### src/rtl/clk_phase_pkg.sv
// Shared types and helpers for the parametrised bus-clock phase generator.
// Default parameter values, per-phase offset/fast-divider helpers and the clock bundle type.
package clk_phase_pkg;

    localparam int DEF_DIV      = 8;
    localparam int DEF_NUM_PH   = 4;
    localparam int DEF_FAST_MUL = 2;

    localparam int PH_OFS = DEF_DIV / DEF_NUM_PH;
    localparam int F      = DEF_DIV / DEF_FAST_MUL;

    // Field order matches the legacy [2:0] {fall, rise, lvl} packing.
    typedef struct packed {
        logic fall;
        logic rise;
        logic lvl;
    } clk_bundle_t;

    // High for the first half of a period of length 'period', delayed by 'ofs' ticks.
    function automatic logic wave_lvl(input int c, input int ofs, input int period);
        int d;
        d = (c - ofs) % period;
        if (d < 0) d = d + period;
        return (d < period / 2);
    endfunction

endpackage

### src/rtl/clk_edge_det.sv
// Registered level with one-cycle rise/fall strobes, updated only on ticks.
module clk_edge_det
    import clk_phase_pkg::*;
#(
    parameter logic RST_LVL = 1'b0
) (
    input  logic        main_clk,
    input  logic        main_rst,
    input  logic        tick,
    input  logic        nxt_lvl,
    output clk_bundle_t bundle
);

    always_ff @(posedge main_clk or negedge main_rst) begin
        if (!main_rst) begin
            bundle.lvl  <= RST_LVL;
            bundle.rise <= 1'b0;
            bundle.fall <= 1'b0;
        end else begin
            bundle.lvl  <= tick ? nxt_lvl : bundle.lvl;
            bundle.rise <= tick & nxt_lvl & ~bundle.lvl;
            bundle.fall <= tick & ~nxt_lvl & bundle.lvl;
        end
    end

endmodule

### src/rtl/clk_phase_gen.sv
// NUM_PH slow bus-clock phases plus a quadrature fast pair derived from a tick enable.
// Optional wait-state stretching is enabled with the CLK_PH_STRETCH_EN macro.
module clk_phase_gen
    import clk_phase_pkg::*;
#(
    parameter int DIV      = DEF_DIV,
    parameter int NUM_PH   = DEF_NUM_PH,
    parameter int FAST_MUL = DEF_FAST_MUL,
    parameter int CW       = 3
) (
    input  logic              main_clk,
    input  logic              main_rst,
    input  logic              ena_in,
    input  logic              resync_in,
`ifdef CLK_PH_STRETCH_EN
    input  logic              stretch_in,
`endif
    output logic [NUM_PH-1:0] ph_lvl,
    output logic [NUM_PH-1:0] ph_rise,
    output logic [NUM_PH-1:0] ph_fall,
    output logic [1:0]        fst_lvl,
    output logic [1:0]        fst_rise,
    output logic [1:0]        fst_fall,
    output logic [CW-1:0]     cnt_out
);

    localparam int PH_STEP = DIV / NUM_PH;
    localparam int FST_DIV = DIV / FAST_MUL;
    localparam logic [CW-1:0] LAST = CW'(DIV - 1);

    logic [CW-1:0]     cnt_p0;
    logic [CW-1:0]     cnt_nxt;
    logic              pend_p0;
    logic              hold;
    logic [NUM_PH-1:0] ph_nxt;
    logic [1:0]        fst_nxt;

    always_comb begin
        hold = 1'b0;
`ifdef CLK_PH_STRETCH_EN
        hold = stretch_in && (cnt_p0 == LAST);
`endif
        cnt_nxt = cnt_p0;
        if (ena_in) begin
            if (resync_in || pend_p0)
                cnt_nxt = '0;
            else if (hold)
                cnt_nxt = cnt_p0;
            else if (cnt_p0 == LAST)
                cnt_nxt = '0;
            else
                cnt_nxt = cnt_p0 + CW'(1);
        end
    end

    // Stage p0: tick counter and pending realign request.
    always_ff @(posedge main_clk or negedge main_rst) begin
        if (!main_rst) begin
            cnt_p0  <= '0;
            pend_p0 <= 1'b0;
        end else begin
            cnt_p0 <= cnt_nxt;
            if (ena_in)
                pend_p0 <= 1'b0;
            else if (resync_in)
                pend_p0 <= 1'b1;
        end
    end

    always_comb begin
        ph_nxt = '0;
        for (int k = 0; k < NUM_PH; k++)
            ph_nxt[k] = wave_lvl(int'(cnt_nxt), k * PH_STEP, DIV);
        fst_nxt[0] = wave_lvl(int'(cnt_nxt), 0, FST_DIV);
        fst_nxt[1] = wave_lvl(int'(cnt_nxt), FST_DIV / 4, FST_DIV);
    end

    // Levels are evaluated on the next count so they move on the same edge as cnt_out.
    genvar k;
    generate
        for (k = 0; k < NUM_PH; k++) begin : g_ph
            clk_bundle_t b;
            clk_edge_det #(.RST_LVL(wave_lvl(0, k * PH_STEP, DIV))) u_det (
                .main_clk (main_clk),
                .main_rst (main_rst),
                .tick     (ena_in),
                .nxt_lvl  (ph_nxt[k]),
                .bundle   (b)
            );
            assign ph_lvl[k]  = b.lvl;
            assign ph_rise[k] = b.rise;
            assign ph_fall[k] = b.fall;
        end
        for (k = 0; k < 2; k++) begin : g_fst
            clk_bundle_t b;
            clk_edge_det #(.RST_LVL(wave_lvl(0, k * (FST_DIV / 4), FST_DIV))) u_det (
                .main_clk (main_clk),
                .main_rst (main_rst),
                .tick     (ena_in),
                .nxt_lvl  (fst_nxt[k]),
                .bundle   (b)
            );
            assign fst_lvl[k]  = b.lvl;
            assign fst_rise[k] = b.rise;
            assign fst_fall[k] = b.fall;
        end
    endgenerate

    assign cnt_out = cnt_p0;

endmodule

### config.mk
export PLATFORM = sky130hd
export DESIGN_NAME = clk_phase_gen
export DESIGN_NICKNAME = d
export VERILOG_FILES = /design/src/rtl/clk_phase_pkg.sv /design/src/rtl/clk_edge_det.sv /design/src/rtl/clk_phase_gen.sv
export SDC_FILE = /design/constraint.sdc
export NUM_CORES = 1
export LEC_CHECK = 0
export CORE_MARGIN = 1
export CORE_UTILIZATION = 30
export DETAILED_ROUTE_END_ITERATION = 8
export HOLD_SLACK_MARGIN = 0.08
export PLACE_DENSITY = 0.64
export SLEW_MARGIN = 5
export SYNTH_ARGS = -nofsm -noshare
export SYNTH_HDL_FRONTEND = slang
export SYNTH_HIERARCHICAL = 1
export SYNTH_SLANG_ARGS = --single-unit
### constraint.sdc
create_clock -name main_clk -period 2.57 [get_ports main_clk]
set_input_delay 0.514 -clock main_clk [delete_from_list [all_inputs] [get_ports main_clk]]
set_output_delay 0.514 -clock main_clk [all_outputs]
set_load 0.05 [all_outputs]
; ---- Word-level counts from Yosys, hierarchy flattened
; Cells that the tools add are included.
[word_totals]
ff_bits = 22
input_bits = 4
word_cells = 101
[op_classes]
add_sub_neg = 11
order_cmp = 12
n_eq_ne = 1
n_mux = 11
bitwise_logic = 40
reduce_logical = 6
[ops]
columns = op, count
row1 = $lt A32 B4 Y1 const B, 4
row2 = $mux W32, 4
row3 = $lt A32 B3 Y1 const B, 2
row4 = $and A1 B1 Y1, 28
row5 = $add A4 B5 Y6 const B, 3
row6 = $lt A4 B1 Y1 const B, 3
row7 = $not A1 Y1, 12
row8 = $add A3 B4 Y5 const B, 2
row9 = $mux W3, 3
row10 = $reduce_or A3 Y1, 3
row11 = $sub A3 B3 Y4 const B, 2
row12 = $lt A3 B1 Y1 const B, 2
row13 = $mux W5, 1
row14 = $add A2 B3 Y4 const B, 1
row15 = $mux W4, 1
row16 = $sub A3 B1 Y4 const B, 1
row17 = $sub A3 B2 Y4 const B, 1
row18 = $add A3 B1 Y3 const B, 1
row19 = $eq A3 B3 Y1 const B, 1
row20 = $lt A2 B1 Y1 const B, 1
row21 = $mux W1, 2
row22 = $reduce_bool A2 Y1, 1
row23 = $reduce_or A2 Y1, 1
row24 = $logic_or A1 B1 Y1, 1

; ---- Logic depth before layout (Yosys ltp)
[logic_depth]
word_depth = 13
mapped_depth = 6

; ---- Hierarchy
; Netlist, hierarchy kept.
[by_module_without_submodules]
columns = module, n_inst, cells_per_inst, area_each_um2, seq_area_each_um2
row1 = clk_edge_det (g_fst[0].u_det ...), 3, 6, 111.4, 76.3
row2 = clk_edge_det (g_fst[1].u_det ...), 3, 6, 110.1, 75.1
row3 = clk_phase_gen, 1, 19, 220.2, 100.1

; ---- Worst setup path after synthesis
; No wires, ideal clock.
[synth_timing]
path_type = flip-flop to flip-flop
startpoint = register cnt_p0[0] (netlist: cnt_out[0])
endpoint = register g_fst[1].u_det/bundle[2] (netlist name)
setup_time_ns = 0.120
arrival_time_ns = 2.023
required_ns = 2.450
setup_slack_ns = 0.426
stages_incl_launch_ff = 7
n_path_buf = 0
period_less_slack_ns = 2.144
cell_sequence = dfrtp_1 -> ha_1 -> ha_1 -> or4b_1 -> mux2i_1 -> xnor2_1 -> and3b_2
[synth_between]
elab_chain_cells = 13
word_cells_on_any_way = 15
classes_between = 3 x add/sub / 2 x order compare / 1 x eq/ne / 4 x mux / 4 x bitwise / 1 x reduce/logical
[synth_lines]
columns = element, line
row1 = "start, declared", clk_phase_gen.sv:31  ; logic [CW-1:0] cnt_p0;
row2 = "start signal, assigned", clk_phase_gen.sv:62  ; cnt_p0 <= cnt_nxt;
row3 = $add A3 B1 Y3 or $eq A3 B3 Y1 (tied branches), "clk_phase_gen.sv:52, clk_phase_gen.sv:49"
row4 = $mux W3, clk_phase_gen.sv:49  ; else if (cnt_p0 == LAST)
row5 = $mux W3, clk_phase_gen.sv:45  ; if (resync_in || pend_p0)
row6 = $mux W3 (*), clk_phase_gen.sv:44  ; if (ena_in) begin
row7 = via cnt_nxt[0], clk_phase_gen.sv:32  ; logic [CW-1:0] cnt_nxt;
row8 = $sub A3 B1 Y4 (*), clk_phase_pkg.sv:22  ; d = (c - ofs) % period;
row9 = $reduce_or A2 Y1 (no line), n/a
row10 = $and A1 B1 Y1 (no line), n/a
row11 = $add A3 B4 Y5 or $lt A3 B1 Y1 (tied branches), clk_phase_pkg.sv:23  ; if (d < 0) d = d + period;
row12 = $mux W32 (*), clk_phase_pkg.sv:23
row13 = $lt A32 B3 Y1 (*), clk_phase_pkg.sv:24  ; return (d < period / 2);
row14 = via fst_nxt[1], clk_phase_gen.sv:36  ; logic [1:0] fst_nxt;
row15 = $not A1 Y1 (*), clk_edge_det.sv:22  ; bundle.fall <= tick & ~nxt_lvl & bundle.lvl;
row16 = $and A1 B1 Y1 (*) (2 in series), clk_edge_det.sv:22
row17 = "end, declared", clk_edge_det.sv:11  ; output clk_bundle_t bundle
; Mark *: on every way through the listed nets, which the timed path passes. The rest lies on a longest branch.
; A chain may end at the register's enable or synchronous reset.

; ---- Worst setup path after layout
[layout_timing]
startpoint = register g_ph[0].u_det/bundle[0] (netlist name)
endpoint = output ph_lvl[0]
[layout_rtl]
columns = element, line
row1 = "start, declared", clk_edge_det.sv:11
row2 = "end, declared", clk_phase_gen.sv:18  ; output logic [NUM_PH-1:0] ph_lvl,
; No word-level cell between the ends.

==> impl_metrics.tcl <==
set metrics [dict create \
    crit_end "ph_lvl[0]" \
    fin_skew_ns 0.00241 \
    r2r-end "g_fst[1].u_det/bundle[2]" \
    synth_cell_types 15 \
    crit_fanout 4 \
    h-tree-depth 1 \
    synth_area_leader_cell "dfrtp_1" \
    wirelength_mm 1.46 \
    gp_congestion 0.669 \
    arrival_ns 1.67 \
    final_nets 94 \
    ir_worst_vdd_mv 0.320 \
    p_per_area_mw_per_mm2 641 \
    synth_area_um2 885 \
    end_kind "primary output" \
    fin_crit_sh 0.852 \
    crit_type "reg -> out" \
    slowest_delay_ns 0.80 \
    dieArea_mm2 0.00317 \
    post-route-util 0.442 \
    cts_resized 0 \
    post-cts-setup-buffer-count 0 \
    slew_headroom 0.655 \
    pin_count 25 \
    pwr-share-clk 0.237 \
    synth_edf_count 0 \
    fmax_mhz 457 \
    intPower_uw 543 \
    grt_max_degree 23 \
    antenna_found_initial 0 \
    p_leak_nw 0.617 \
    final_cells 118 \
    final_max_slew_viol_count 0 \
    grt_overflow 0 \
    drcViolationCount 0 \
    dp_slack_ns 0.327 \
    die_h_um 56.3 \
    path_buf_inv 1 \
    status "complete, no violations" \
    setup_tns_ns 0 \
    cts_buffer_depth 2 \
    root_buffer "clkbuf_4" \
    crit_required_ns 2.06 \
    worst_pin_slew_ns 0.515 \
    fin_ws_ns 0.382 \
    place_area_mm2 0.00119 \
    power.total_uw 788 \
    rr_startpoint "cnt_out[0]" \
    critPathTopFamily "buffers and inverters" \
    worstPathCellList "clkdlybuf4s50_1" \
    cts-buffers-inserted 3 \
    drive_gt1_frac 0.356 \
    postSynthAreaPerCell_um2 16.1 \
    grt_first_pass_wirelength_mm 2.53 \
    synthTopCellsByCount "19 x dfrtp_1, 12 x and3b_2, 6 x mux2_4" \
    viasPerCell 4.59 \
    rows 19 \
    rsz0062_at_grt "no" \
    fp.dieW_um 56.3 \
    numPlacedInstances 114 \
    ant_nets 0 \
    syn_inst 55 \
    min_period_ns 2.19 \
    io_buffers 24 \
    syn_to_final_growth_pct 39.0 \
    critPathSlowestCell "clkdlybuf4s50_1" \
    r2r.worst_path.cells 6 \
    startpoint_type "flop" \
    grt_pass1_vias 584 \
    setup_violations 0 \
    drt-initial-drc-count 6 \
    final_hold_viol_count 0 \
    synth_seq_cells 22 \
    cts_tree "built" \
    initial_core_util 0.318 \
    clock_sinks 22 \
    async_flop_share 1.00 \
    cts_hold_buffers 0 \
    track_usage 0.104 \
    hold-worst-slack_ns 0.537 \
    regToRegSetupSlack_ns 0.55 \
    post-dp-hpwl_mm 1.10 \
    synth_nets 61 \
    sw_frac_of_total 0.310 \
    synth_flop_cell "dfrtp_1" \
    p_switching_uw 245 \
    cp.depth 1 \
    min_path_type "in -> async" \
    seq_area_frac_synth 0.627 \
    drt-pass1-iter-count 4 \
    fin_area_mm2 0.00123 \
    clk_pin_slew_worst_paths_ns 0.12 \
    num_vias 542 \
    p_seq_frac 0.495 \
    worst_skew_pair.late_latency_ns 0.30 \
    synth.most_common_cell "dfrtp_1" \
    wl_per_cell_um 12.3 \
    yosysWarnings 6 \
    n_antenna_cell 0 \
    maxCapViolations 0 \
    setup.worst_path.start "g_ph[0].u_det/bundle[0]" \
    synthDominantCellAreaShare 0.537 \
    synth_area_leaders "dfrtp_1 54%, and3b_2 14%, mux2_4 10%" \
    combPwrFrac 0.267 \
    core_mm2 0.00278 \
]
## power groups by stage
stage	registers (mW)	clock network (mW)	logic, mW
floorplan	0.482	0	0.0489
global placement	0.396	0	0.211
detailed placement	0.397	0	0.214
CTS	0.391	0.196	0.213
global route	0.394	0.207	0.221
finish	0.390	0.187	0.211
## placed cells by master (no fill, tap or decap), drive strengths merged
cell type	Yosys	final
mux2i	1	1
xnor2	2	2
ha	2	2
clkdlybuf4s50	0	24
nor2	2	2
a31oi	2	2
inv	2	2
nor2b	1	1
xor2	1	1
dfrtp	19	19
mux2	6	6
dfstp	3	3
and2b	1	1
and3b	12	12
buf	0	4
clkbuf	0	4
or4b	1	1
## worst reg2reg max path, delay by kind of cell (launching register included)
| family | cells | cell delay (ns) |
|---|---|---|
| muxes | 1 | 0.22 |
| and+or+nand+nor | 2 | 0.68 |
| xor gates and xnor gates | 1 | 0.19 |
| DFF | 1 | 0.43 |
| adders and majority gates | 2 | 0.39 |
## layout make-up
type	instances	area [um^2]
sequential	22	554
tap	31	38.8
timing repair buffer	28	270
multi-input combinational	31	323
clock buffer	4	36.3
fill	269	1550
inverter	2	7.51
## metal layers
metal,track usage,part of all wire,up-vias
met2,0.179,0.51,20
li1,-,-,254
met4,0.0523,0.014,0
met1,0.111,0.39,266
met5,0,0,-
met3,0.0392,0.080,2
## sequential cells by signal, summed over array words and instances (netlist names)
name,count
cnt_out,3
g_fst.u_det/bundle,6
g_ph.u_det/bundle,12
pend_p0,1
## kinds of logic after synthesis
kind of cell               count (synthesis)  share of synthesized area
xor gates and xnor gates                   3                     0.0297
AOI/OAI and AO/OA                          2                     0.0212
muxes                                      7                      0.113
DFF                                       22                      0.627
adders and majority gates                  2                     0.0283
and+or+nand+nor                           17                      0.173
buffers and inverters                      2                    0.00849
## worst min path at each step
stage	from	end	slack (ns)	cells past startpoint
2_1_floorplan	main_rst	cnt_out[0]	0.22	0
3_3_place_gp	pend_p0	pend_p0	0.52	2
3_5_place_dp	pend_p0	pend_p0	0.53	2
4_1_cts	main_rst	g_ph[2].u_det/bundle[0]	0.54	2
5_1_grt	main_rst	g_ph[2].u_det/bundle[0]	0.55	2
6_report	main_rst	g_ph[2].u_det/bundle[0]	0.54	2
Power figures use the tool's default switching activity.
